[config.mk]
export PLATFORM = sky130hd
export DESIGN_NAME = mem_arbiter
export DESIGN_NICKNAME = d
export VERILOG_FILES = /design/src/rtl/mem_arbiter.sv
export SDC_FILE = /design/constraint.sdc
export NUM_CORES = 1
export LEC_CHECK = 0
export ABC_CLOCK_PERIOD_IN_PS = 5500
export BUFFER_PORTS_ARGS = -buffer_cell sky130_fd_sc_hd__buf_2
export CAP_MARGIN = 40
export CELL_PAD_IN_SITES_DETAIL_PLACEMENT = 1
export CELL_PAD_IN_SITES_GLOBAL_PLACEMENT = 2
export CORE_MARGIN = 4
export CORE_UTILIZATION = 33
export CTS_CLUSTER_DIAMETER = 120
export DETAILED_ROUTE_END_ITERATION = 8
export PLACE_DENSITY_LB_ADDON = 0.1
export SETUP_SLACK_MARGIN = 0.3
export SYNTH_ARGS = -nofsm -noshare
export SYNTH_HDL_FRONTEND = slang
export SYNTH_SLANG_ARGS = --single-unit
export TNS_END_PERCENT = 1
[constraint.sdc]
create_clock -name CLK -period 5.5 [get_ports CLK]
set_input_delay 0.275 -clock CLK [delete_from_list [all_inputs] [get_ports CLK]]
set_output_delay 0.275 -clock CLK [all_outputs]
set_load 0.05 [all_outputs]
[src/rtl/mem_arbiter.sv]
// mem_arbiter: two-requester (CPU, IO/loader) arbiter in front of a single-port
// RAM with registered read data. Each transaction walks IDLE -> ACCESS -> DONE;
// the ack (and read data) appears on the edge that leaves DONE, i.e. two edges
// after the grant edge.
//
// Ports:
//   CLK, RST                       clock, asynchronous active-high reset
//   cpu_req/we/addr/wdata          CPU request (held until cpu_ack)
//   cpu_ack, cpu_rdata             CPU completion pulse and read data
//   io_req/we/addr/wdata           IO/loader request
//   io_ack, io_rdata               IO completion pulse and read data
//   ram_read, ram_write            one-cycle RAM strobes (ACCESS only)
//   ram_addr, ram_wdata            latched address / write data to RAM
//   ram_rdata                      RAM read data, valid one cycle after ram_read
//   busy                           high whenever the FSM is not in IDLE
//
// Build option: MEM_ARB_ROUND_ROBIN_EN selects round-robin tie breaking;
// without it the CPU always wins ties.
module mem_arbiter #(
    parameter int AW = 12,
    parameter int DW = 16
) (
    input  logic          CLK,
    input  logic          RST,
    input  logic          cpu_req,
    input  logic          cpu_we,
    input  logic [AW-1:0] cpu_addr,
    input  logic [DW-1:0] cpu_wdata,
    output logic          cpu_ack,
    output logic [DW-1:0] cpu_rdata,
    input  logic          io_req,
    input  logic          io_we,
    input  logic [AW-1:0] io_addr,
    input  logic [DW-1:0] io_wdata,
    output logic          io_ack,
    output logic [DW-1:0] io_rdata,
    output logic          ram_read,
    output logic          ram_write,
    output logic [AW-1:0] ram_addr,
    output logic [DW-1:0] ram_wdata,
    input  logic [DW-1:0] ram_rdata,
    output logic          busy
);

    typedef enum logic [1:0] {IDLE, ACCESS, DONE} state_t;

    state_t        r_state;
    logic          r_we;
    logic          r_owner_io;
    logic [AW-1:0] r_addr;
    logic [DW-1:0] r_wdata;
    logic          r_ram_read;
    logic          r_ram_write;
    logic          r_busy;
    logic          r_cpu_ack;
    logic          r_io_ack;
    logic [DW-1:0] r_cpu_rdata;
    logic [DW-1:0] r_io_rdata;

    logic          w_any_req;
    logic          w_grant_io;
    logic          w_we;

    assign w_any_req = cpu_req | io_req;

`ifdef MEM_ARB_ROUND_ROBIN_EN
    // 1 = IO was granted last; reset value lets the CPU win the first tie.
    logic r_last_io;
    assign w_grant_io = io_req & (~cpu_req | ~r_last_io);
`else
    assign w_grant_io = io_req & ~cpu_req;
`endif

    assign w_we = w_grant_io ? io_we : cpu_we;

    always_ff @(posedge CLK or posedge RST) begin
        if (RST) begin
            r_state     <= IDLE;
            r_we        <= 1'b0;
            r_owner_io  <= 1'b0;
            r_addr      <= '0;
            r_wdata     <= '0;
            r_ram_read  <= 1'b0;
            r_ram_write <= 1'b0;
            r_busy      <= 1'b0;
            r_cpu_ack   <= 1'b0;
            r_io_ack    <= 1'b0;
            r_cpu_rdata <= '0;
            r_io_rdata  <= '0;
`ifdef MEM_ARB_ROUND_ROBIN_EN
            r_last_io   <= 1'b1;
`endif
        end else begin
            r_cpu_ack <= 1'b0;
            r_io_ack  <= 1'b0;
            case (r_state)
                IDLE: begin
                    if (w_any_req) begin
                        // Latch the winner; requester inputs are ignored from here on.
                        r_owner_io  <= w_grant_io;
                        r_we        <= w_we;
                        r_addr      <= w_grant_io ? io_addr  : cpu_addr;
                        r_wdata     <= w_grant_io ? io_wdata : cpu_wdata;
                        r_ram_read  <= ~w_we;
                        r_ram_write <= w_we;
                        r_busy      <= 1'b1;
                        r_state     <= ACCESS;
`ifdef MEM_ARB_ROUND_ROBIN_EN
                        r_last_io   <= w_grant_io;
`endif
                    end
                end
                ACCESS: begin
                    r_ram_read  <= 1'b0;
                    r_ram_write <= 1'b0;
                    r_state     <= DONE;
                end
                DONE: begin
                    // ram_rdata is valid now, one cycle after the read strobe.
                    if (r_owner_io) begin
                        r_io_ack <= 1'b1;
                        if (!r_we) r_io_rdata <= ram_rdata;
                    end else begin
                        r_cpu_ack <= 1'b1;
                        if (!r_we) r_cpu_rdata <= ram_rdata;
                    end
                    r_busy  <= 1'b0;
                    r_state <= IDLE;
                end
                default: begin
                    r_ram_read  <= 1'b0;
                    r_ram_write <= 1'b0;
                    r_busy      <= 1'b0;
                    r_state     <= IDLE;
                end
            endcase
        end
    end

    assign cpu_ack   = r_cpu_ack;
    assign io_ack    = r_io_ack;
    assign cpu_rdata = r_cpu_rdata;
    assign io_rdata  = r_io_rdata;
    assign ram_read  = r_ram_read;
    assign ram_write = r_ram_write;
    assign ram_addr  = r_addr;
    assign ram_wdata = r_wdata;
    assign busy      = r_busy;

endmodule

==> metrics.md, run 1 <==
| Metric | Value |
|---|---|
| Util after Layout | 45.5% |
| Final setup vio count | 0 |
| Synth Area in Simple Gates | under 10% |
| Worst-skew pair later-pin latency | 330 ps |
| Design Area, Final | 4200 um^2 |
| Drt first-iter violations | 31 |
| Resized Gates After CTS | 0 |
| FF-to-FF Start | r_state[0]$_DFFE_PP0P_ |
| Area of the multi-input gates | 1290 um^2 |
| DRC Markers | 0 |
| First-pass GRT wire length | around 11 mm |
| Drt wl/cell | 14.6 um |
| Clock tree root driver cell | clkbuf_8 |
| Die X | 105 um |
| Worst VDD drop | 0.310 mV |
| Top post-synthesis cells by count | 69 x dfrtp_1, 36 x mux2_4, 32 x mux2_2 |
| Clk buf depth | 2 |
| Post-Syn Area | 3130 um^2 |
| Die ar. | 11100 um^2 |
| WS Path Type | reg -> reg |
| Core area | 9240 um^2 |
| Seq/Total Area, Yosys | 55.2% |
| Final hold viol count | 0 |
| Post-Synth Adder-Cell Area | 0% |
| Buf+Inv Stages, Crit Path | 0 |
| # diodes | 0 |
| Pleak | 2.14 nW |
| Slowest stage cell, crit path | nor3_4 |
| Starting Density | 33.8% |
| Required time of the critical path | 5720 ps |
| Startpoint types | register |
| Fmax | 532 MHz |
| Top cells by area, synth | dfrtp_1 55%, mux2_4 17%, mux2_2 12% |
| CTS tree | done |
| Dominant synthesized flop cell | dfrtp_1 |
| Dpl ws | 3570 ps |
| Antenna violation net count after detailed routing | 0 |
| Num CTS Buffers | 9 |
| Storage element area | 1730 um^2 |
| RSZ-0062 raised after global routing | no |
| # rows | 35 |
| Mapped Nets | 271 |
| Post-Synth XOR/XNOR Area | 0% |
| Hold WC Path Type | in -> reg |
| Die height | 105 um |
| Synthesis-stage register bit count | 69 |
| Cell Chain, Critical Path | nand2b_1 -> nor3_4 -> mux2_2 |
| Yosys cell types | 23 |
| Fin cells | 476 |
| Final cycle utilization of the critical path | 34.2% |
| Post-synth EDFFs | 0 |
| Setup slack after layout | 3620 ps |
| Ys Warns | 0 |
| DP HPWL | 5.35 mm |
| Synth area leader | dfrtp_1 |
| Largest net degree at the start of global routing | 54 |
| P&R area growth vs syn | 34.5% |
| Post-placement cell count | 459 |
| Synth Area in Compound Gates | between 1.5 and 2% |
| Synth top area share | 55.2% |
| Async set-reset flop share out of synthesis | 100% |
| Fill cell count | 998 |
| Largest family of logic cells by synthesized area | multiplexers |
| Pwr Density | 720 nW/um^2 |
| Hold path startpoint | ram_rdata[6] |
| CP startpoint | r_state[0]$_DFFE_PP0P_ |
| Clk_skew | 11.5 ps |
| Port Buffers | 142 |
| Post-CTS setup buffer count | 0 |
| Initial antenna violation count | 0 |
| Reg clk slew, reported paths | 80 ps |
| Kind of end point of the critical path | register |
| DR pass1 iterations | 3 |
| Gr usage total | 12.9% |
| Fin Setup TNS | 0 ps |
| Mapped Cells | just under 200 |
| Vias/cell | between 4 and 5 |
| Pins over their slew limit | 0 |
| Vias in the first global route | 2262 |
| # nets final | 420 |
| Slew margin rel. | a little under half |
| Count leader, synth | dfrtp_1 |
| Total number of vias | 2097 |
| Worst endpoint data arrival time | approximately 2100 ps |
| Final wirelength | 6.96 mm |
| Max H-tree Level | 3 |
| Average cell area after synthesis | 16.2 um^2 |
| Mux cell area share after synthesis | 36.0% |
| # hold bufs at CTS | 1 |
| Total gr overflow | 0 |
| DP Area | ~4000 um^2 |
| Top Family by Delay on Critical Path | simple AND/OR/NAND/NOR gates |
| CTS Sinks | approximately 70 |
| CP Max Fanout | 16 |
| Run status | finished clean |
| Slew @ Worst Pin | 799 ps |
| Max incr delay on CP | 670 ps |
| Top Ports | approximately 140 |
| Global placer's final weighted congestion | a little over 0.7 |
| Fin crit period | ~1900 ps |
| Ratio of cells with drive above 1 in the final layout | 68.0% |
| Max cap viols | 0 |
per-layer routing:
layer | GRT usage, % | vias up | part of all wire, %
li1 | - | 976 | -
met1 | 16.3 | 1019 | 45
met2 | 20.1 | 94 | 45
met3 | 4.41 | 8 | 8.4
met4 | 5.06 | 0 | 1.3
met5 | 0 | - | 0
worst paths after layout:
path                                                   to  slack [ps]  depth (start not counted)
max in group asynchronous                r_we$_DFFE_PP0P_        4470                          5
worst min register to register   cpu_rdata[0]$_DFFE_PP0P_         480                          1
worst max-delay path            cpu_rdata[13]$_DFFE_PP0P_        3620                          3
worst max register to register  cpu_rdata[13]$_DFFE_PP0P_        3620                          3
min in group asynchronous        io_rdata[14]$_DFFE_PP0P_         500                          4
worst min-delay path             cpu_rdata[6]$_DFFE_PP0P_         170                          2
logic make-up (layout without fill, tap and decap cells):
group,count (synthesis),in the layout
compound gates,8,8
buf+inv,12,166
flops,69,69
mux,88,88
simple gates,16,16
stage by stage:
step                      hold slack (ps)  power, mW
final                                 165       3.03
after global routing                  146       3.18
after CTS                             146       3.07
after detailed placement              306       2.61
after global placement                462       2.57
after floorplan                       361       2.23
report_power, final:
part           leakage, nW  total, mW  internal, mW  switching [mW]
clock network        0.112      0.452         0.267           0.185
registers            0.828      0.893         0.760           0.133
logic                 1.20       1.68         0.524            1.16
placed cells by master (no fill, tap or decap):
cell / Yosys / layout
bufinv_16: 0 / 2
clkinv_4: 0 / 1
buf_2: 1 / 142
mux2_4: 36 / 36
nor3_1: 1 / 1
or2_1: 1 / 1
dlygate4sd3_1: 0 / 1
a311oi_1: 1 / 1
nor2_1: 5 / 5
nor3_4: 2 / 2
buf_12: 0 / 1
a31oi_1: 1 / 1
inv_1: 3 / 2
o21ba_2: 1 / 1
nand3b_1: 1 / 1
buf_16: 0 / 1
buf_8: 1 / 1
clkinvlp_4: 0 / 1
nand2_1: 2 / 2
mux2_1: 20 / 20
clkinv_2: 0 / 2
mux2_2: 32 / 32
buf_4: 0 / 1
and2_2: 0 / 1
inv_2: 0 / 1
nand2b_1: 1 / 1
a21o_1: 1 / 1
nor2b_1: 1 / 1
clkbuf_8: 0 / 10
dfrtp_1: 69 / 69
nand2b_4: 1 / 1
a21oi_1: 4 / 4
final cells by class:
| cell class | instances | area share [%] |
|---|---|---|
| Sequential cell | 69 | 41.1 |
| Multi-Input combinational cell | 112 | 30.7 |
| Timing Repair Buffer | 147 | 18.8 |
| Tap cell | 129 | 3.84 |
| Clock buffer | 10 | 3.27 |
| Clock inverter | 6 | 2.05 |
| Inverter | 3 | 0.268 |
state kept, by name (all words and copies together), names as in the netlist:
name / cells
busy: 1
cpu_ack: 1
cpu_rdata: 16
io_ack: 1
io_rdata: 16
r_owner_io: 1
r_state: 2
r_we: 1
ram_addr: 12
ram_read: 1
ram_wdata: 16
ram_write: 1
No activity file was read; power rests on OpenSTA's default activity.
==> run 2: changes to the inputs <==
--- a/config.mk
+++ b/config.mk
@@ -5,13 +5,13 @@
 export SDC_FILE = /design/constraint.sdc
 export NUM_CORES = 1
 export LEC_CHECK = 0
-export ABC_CLOCK_PERIOD_IN_PS = 5500
+export ABC_CLOCK_PERIOD_IN_PS = 1650
 export BUFFER_PORTS_ARGS = -buffer_cell sky130_fd_sc_hd__buf_2
 export CAP_MARGIN = 40
 export CELL_PAD_IN_SITES_DETAIL_PLACEMENT = 1
 export CELL_PAD_IN_SITES_GLOBAL_PLACEMENT = 2
 export CORE_MARGIN = 4
-export CORE_UTILIZATION = 33
+export CORE_UTILIZATION = 27
 export CTS_CLUSTER_DIAMETER = 120
 export DETAILED_ROUTE_END_ITERATION = 8
 export PLACE_DENSITY_LB_ADDON = 0.1
==> constraint.sdc (replaced) <==
create_clock -name CLK -period 1.65 [get_ports CLK]
set_input_delay 0.0825 -clock CLK [delete_from_list [all_inputs] [get_ports CLK]]
set_output_delay 0.0825 -clock CLK [all_outputs]
set_load 0.05 [all_outputs]
==> metrics.md, run 2 (same netlist as run 1, synthesis figures left out) <==
| Metric | Value |
|---|---|
| Port Buffers | 142 |
| WS Path Type | reg -> reg |
| First-pass GRT wire length | 12.8 mm |
| Top Ports | 143 |
| Global placer's final weighted congestion | 0.677 |
| # diodes | 0 |
| DP HPWL | 5.73 mm |
| Total gr overflow | 0 |
| Final setup vio count | 0 |
| Largest net degree at the start of global routing | 70 |
| Run status | finished clean |
| Starting Density | 27.5% |
| Drt wl/cell | 15.6 um |
| Top Family by Delay on Critical Path | flip-flops |
| Reg clk slew, reported paths | 60 ps |
| Ratio of cells with drive above 1 in the final layout | 70.1% |
| # rows | 39 |
| CP most frequent cell | buf_12 |
| Pins over their slew limit | 0 |
| Required time of the critical path | 1850 ps |
| DR pass1 iterations | 4 |
| Final hold viol count | 0 |
| Slew margin rel. | 75.5% |
| Max incr delay on CP | 400 ps |
| Worst VDD drop | approximately 1.1 mV |
| Worst endpoint data arrival time | 1620 ps |
| Fmax | 703 MHz |
| Design Area, Final | between 4000 and 5000 um^2 |
| Storage element area | 1730 um^2 |
| DRC Markers | 0 |
| Die X | 116 um |
| Worst-skew pair later-pin latency | 330 ps |
| Clk buf depth | 2 |
| CTS Sinks | between 60 and 70 |
| Core area | 11400 um^2 |
| Gr usage total | 12.2% |
| CP Max Fanout | 8 |
| Hold WC Path Type | in -> reg |
| Area of the multi-input gates | 1360 um^2 |
| Fill cell count | 1217 |
| Pwr Density | 2390 nW/um^2 |
| CTS tree | done |
| P&R area growth vs syn | 47.6% |
| Antenna violation net count after detailed routing | 0 |
| Cell Chain, Critical Path | nand2b_4 -> nor3_4 -> buf_12 -> buf_12 -> mux2_4 |
| Num CTS Buffers | 9 |
| Drt first-iter violations | between 60 and 70 |
| RSZ-0062 raised after global routing | yes |
| Die height | 116 um |
| Initial antenna violation count | 0 |
| Startpoint types | register |
| Kind of end point of the critical path | register |
| Pleak | 2.32 nW |
| Fin crit period | 1420 ps |
| Final cycle utilization of the critical path | between 80% and 90% |
| Final wirelength | 7.92 mm |
| Vias in the first global route | 2467 |
| Max cap viols | 0 |
| Fin Setup TNS | 0 ps |
| Slew @ Worst Pin | 368 ps |
| DP Area | between 4000 and 5000 um^2 |
| Total number of vias | around 2200 |
| Slowest stage cell, crit path | dfrtp_1 |
| Buf+Inv Stages, Crit Path | 2 |
| Vias/cell | approximately 4.3 |
| # nets final | 438 |
| Clk_skew | 10.9 ps |
| Most common cell after layout, fill and taps aside | buf_2 |
| Most frequent cells in the layout | 142 x buf_2, 68 x dfrtp_1, 52 x mux2_4 |
| Die ar. | 13400 um^2 |
| Max H-tree Level | 3 |
| Clock tree root driver cell | clkbuf_16 |
| WHS | between 10 and 15 ps |
[run 2: changes by cell type in the layout (fill, tap and decap cells not counted), sizes merged]
cell         delta
clkbuf          +2
dlygate4sd3    +10
bufinv          -1
clkinvlp        +1
buf             +8
clkinv          -2
[run 2: metal layers]
metal | share of wire (%) | track usage (%)
met4 | 1.5 | 4.69
met1 | 42 | 14.9
met5 | 0 | 0
met3 | 9.9 | 4.75
met2 | 47 | 19.6
[run 2: cell type report]
cell class / instances / share of cell area (%)
inverter: 3 / 0.325
tap: 143 / 3.88
sequential: 69 / 37.5
timing repair buffer: 165 / 22.1
clock buffer: 12 / 5.56
clock inverter: 4 / 1.19
multi-input combinational: 112 / 29.5
[run 2: what timing repair did]
item | 4_1_cts | 5_1_grt
endpoints found under the hold margin | 83 | 0
gates resized for setup | 20 | 2
pin swaps | 1 | 1
setup endpoints to repair | 60 | 60
setup buffers | 2 | 0
hold buffers | 11 | 0
gates cloned | 1 | 0
[run 2: stage by stage]
step | cells | power (mW) | util (%) | worst slack (ps)
5_1_grt | 508 | 11.6 | 40.6 | 174
6_report | 508 | 11.0 | 40.6 | 228
4_1_cts | 508 | 11.2 | 40.5 | 185
3_5_place_dp | 478 | 8.86 | 35.7 | 138
2_1_floorplan | 193 | 7.44 | - | 122
3_3_place_gp | 478 | 8.81 | 35.7 | 167
[run 2: where the power goes]
part	leakage [nW]	internal [mW]	switching (mW)
sequential	0.827	2.54	0.496
combinational	1.34	2.10	3.92
clock	0.149	1.26	0.717
total	2.32	5.90	5.13
[run 2: worst paths after layout]
kind                       slack [ps]                    from  depth (start not counted)                       end
max                               230  r_state[0]$_DFFE_PP0P_                          5   io_rdata[1]$_DFFE_PP0P_
min                                10            ram_rdata[5]                          2  cpu_rdata[5]$_DFFE_PP0P_
max reg2reg                       230  r_state[0]$_DFFE_PP0P_                          5   io_rdata[1]$_DFFE_PP0P_
min reg2reg                       490        busy$_DFFE_PP0P_                          1          busy$_DFFE_PP0P_
max in group asynchronous         950                     RST                          4   io_rdata[1]$_DFFE_PP0P_
min in group asynchronous         410                     RST                          4          io_ack$_DFF_PP0_
==> run 3: changes to the inputs <==
--- a/config.mk
+++ b/config.mk
@@ -14,6 +14,7 @@
 export CORE_UTILIZATION = 27
 export CTS_CLUSTER_DIAMETER = 120
 export DETAILED_ROUTE_END_ITERATION = 8
+export GPL_TIMING_DRIVEN = 0
 export PLACE_DENSITY_LB_ADDON = 0.1
 export SETUP_SLACK_MARGIN = 0.3
 export SYNTH_ARGS = -nofsm -noshare
==> metrics.md, run 3 (same netlist as run 1, synthesis figures left out) <==
| Metric | Value |
|---|---|
| Kind of end point of the critical path | register |
| Hold path startpoint | ram_rdata[12] |
| Die height | approximately 120 um |
| Pleak | between 2 and 2.5 nW |
| Gr usage total | 12.3% |
| Final cycle utilization of the critical path | 91.5% |
| R2r endpoint | ram_wdata[8]$_DFFE_PP0P_ |
| DP Area | 4060 um^2 |
| Drt wl/cell | 15.9 um |
| P&R area growth vs syn | 47.6% |
| CTS Sinks | 69 |
| # nets final | 442 |
| Drt first-iter violations | 69 |
| Pwr Density | 2400 nW/um^2 |
| CTS tree | done |
| DRC Markers | 0 |
| Worst endpoint data arrival time | 1710 ps |
| Design Area, Final | 4610 um^2 |
| Starting Density | 27.5% |
| Die ar. | 13400 um^2 |
| Fmax | 662 MHz |
| Max incr delay on CP | 470 ps |
| Antenna violation net count after detailed routing | 0 |
| Top Ports | around 140 |
| Hold EP | io_rdata[12]$_DFFE_PP0P_ |
| Required time of the critical path | approximately 1900 ps |
| Pins over their slew limit | 0 |
| DR pass1 iterations | 4 |
| Global placer's final weighted congestion | 0.711 |
| Fin crit period | 1510 ps |
| Initial antenna violation count | 0 |
| R2R cell count | 5 |
| Slowest stage cell, crit path | dfrtp_2 |
| Buf+Inv Stages, Crit Path | 2 |
| Worst VDD drop | ~1.1 mV |
| Vias in the first global route | around 2500 |
| CP Max Fanout | 10 |
| Max H-tree Level | 3 |
| # rows | 39 |
| Fin Setup TNS | 0 ps |
| # diodes | 0 |
| Reg clk slew, reported paths | 60 ps |
| Port Buffers | between 100 and 150 |
| Final wirelength | ~8.1 mm |
| Run status | finished clean |
| Hold WC Path Type | in -> reg |
| Worst-skew pair later-pin latency | 320 ps |
| Cell Chain, Critical Path | nor2_4 -> and2_1 -> buf_6 -> buf_6 -> mux2_4 |
| Die X | 116 um |
| Final hold viol count | 0 |
| Hold path depth | 2 |
| FF-to-FF Start | r_state[1]$_DFFE_PP0P_ |
| First-pass GRT wire length | 12.8 mm |
| RSZ-0062 raised after global routing | yes |
| DP HPWL | ~6 mm |
| Reg-to-reg slack, setup | approximately 140 ps |
| Startpoint types | register |
| Core area | 11400 um^2 |
| Clk buf depth | 2 |
| Total number of vias | 2186 |
| Clk_skew | 6.09 ps |
| CP most frequent cell | buf_6 |
| WS Path Type | reg -> reg |
| Most frequent cells in the layout | 143 x buf_2, 68 x dfrtp_1, 51 x mux2_4 |
| Num CTS Buffers | 9 |
| Fill cell count | 1240 |
| Top Family by Delay on Critical Path | flip-flops |
| Total gr overflow | 0 |
| Ratio of cells with drive above 1 in the final layout | 70.2% |
| Max cap viols | 0 |
| Vias/cell | 4.27 |
| Final setup vio count | 0 |
| Slew margin rel. | 78.4% |
| Slew @ Worst Pin | approximately 320 ps |
| Most common cell after layout, fill and taps aside | buf_2 |
| Largest net degree at the start of global routing | 35 |
| Clock tree root driver cell | clkbuf_16 |
==> run 3: cell types whose count changed in the layout (fill, tap and decap cells not counted), sizes merged <==
| cell | delta |
|---|---|
| buf | +5 |
| bufinv | +1 |
| clkbuf | +1 |
| clkinv | -1 |
| dlygate4sd3 | -1 |
| inv | -1 |
==> run 3: metrics by stage <==
stage                     std cells  power [mW]  hold WS (ps)  util (%)  setup slack [ps]
after floorplan                 193        7.44           168         -               122
after global routing            512        11.7          1.65      40.6              60.2
final                           512        11.1          11.9      40.6               140
after global placement          478        8.72           317      35.3              -153
after CTS                       512        11.1         0.657      40.0              79.7
after detailed placement        480        8.78         0.318      35.7              -146
==> run 3: repair_timing <==
item,in CTS,in global routing
pin swaps,2,1
endpoints found under the hold margin,53,0
buffers inserted,5,0
endpoints found under the setup margin,61,61
hold buffers,10,0
resized for setup,7,16
cloned,1,0
==> run 3: cell type report <==
| cell class | instances | area, um^2 | share of cell area, % |
|---|---|---|---|
| multi-input cells | 112 | 1360 | 29.5 |
| clock inverters | 3 | 67.6 | 1.47 |
| clock buffers | 13 | 260 | 5.64 |
| well taps | 143 | 179 | 3.88 |
| repair buffers | 160 | 903 | 19.6 |
| flip-flops and latches | 69 | 1730 | 37.5 |
| plain buffers | 9 | 98.8 | 2.14 |
| inverters | 3 | 15.0 | 0.326 |
==> run 3: metal layers <==
metal	vias to the layer above	GRT usage, %	wire length, um
li1	1026	-	-
met1	1060	15.3	3540
met2	92	19.8	3720
met3	8	4.23	799
met4	0	4.69	80
met5	-	0	0
==> run 3: worst max-delay path by stage <==
stage                     slack, ps  depth (start not counted)              startpoint                        to
after global placement         -150                          4  r_state[0]$_DFFE_PP0P_  cpu_rdata[0]$_DFFE_PP0P_
final                           140                          5  r_state[1]$_DFFE_PP0P_  ram_wdata[8]$_DFFE_PP0P_
after global routing             60                          4  r_state[0]$_DFFE_PP0P_   io_rdata[4]$_DFFE_PP0P_
after detailed placement       -150                          4  r_state[0]$_DFFE_PP0P_  cpu_rdata[5]$_DFFE_PP0P_
after CTS                        80                          5  r_state[1]$_DFFE_PP0P_  ram_wdata[8]$_DFFE_PP0P_
after floorplan                 120                          4  r_state[0]$_DFFE_PP0P_  cpu_rdata[0]$_DFFE_PP0P_
==> run 3: report_power, final <==
| group | internal, mW | switching (mW) |
|---|---|---|
| Combinational | 2.03 | 3.91 |
| Sequential | 2.54 | 0.498 |
| Clock | 1.41 | 0.686 |
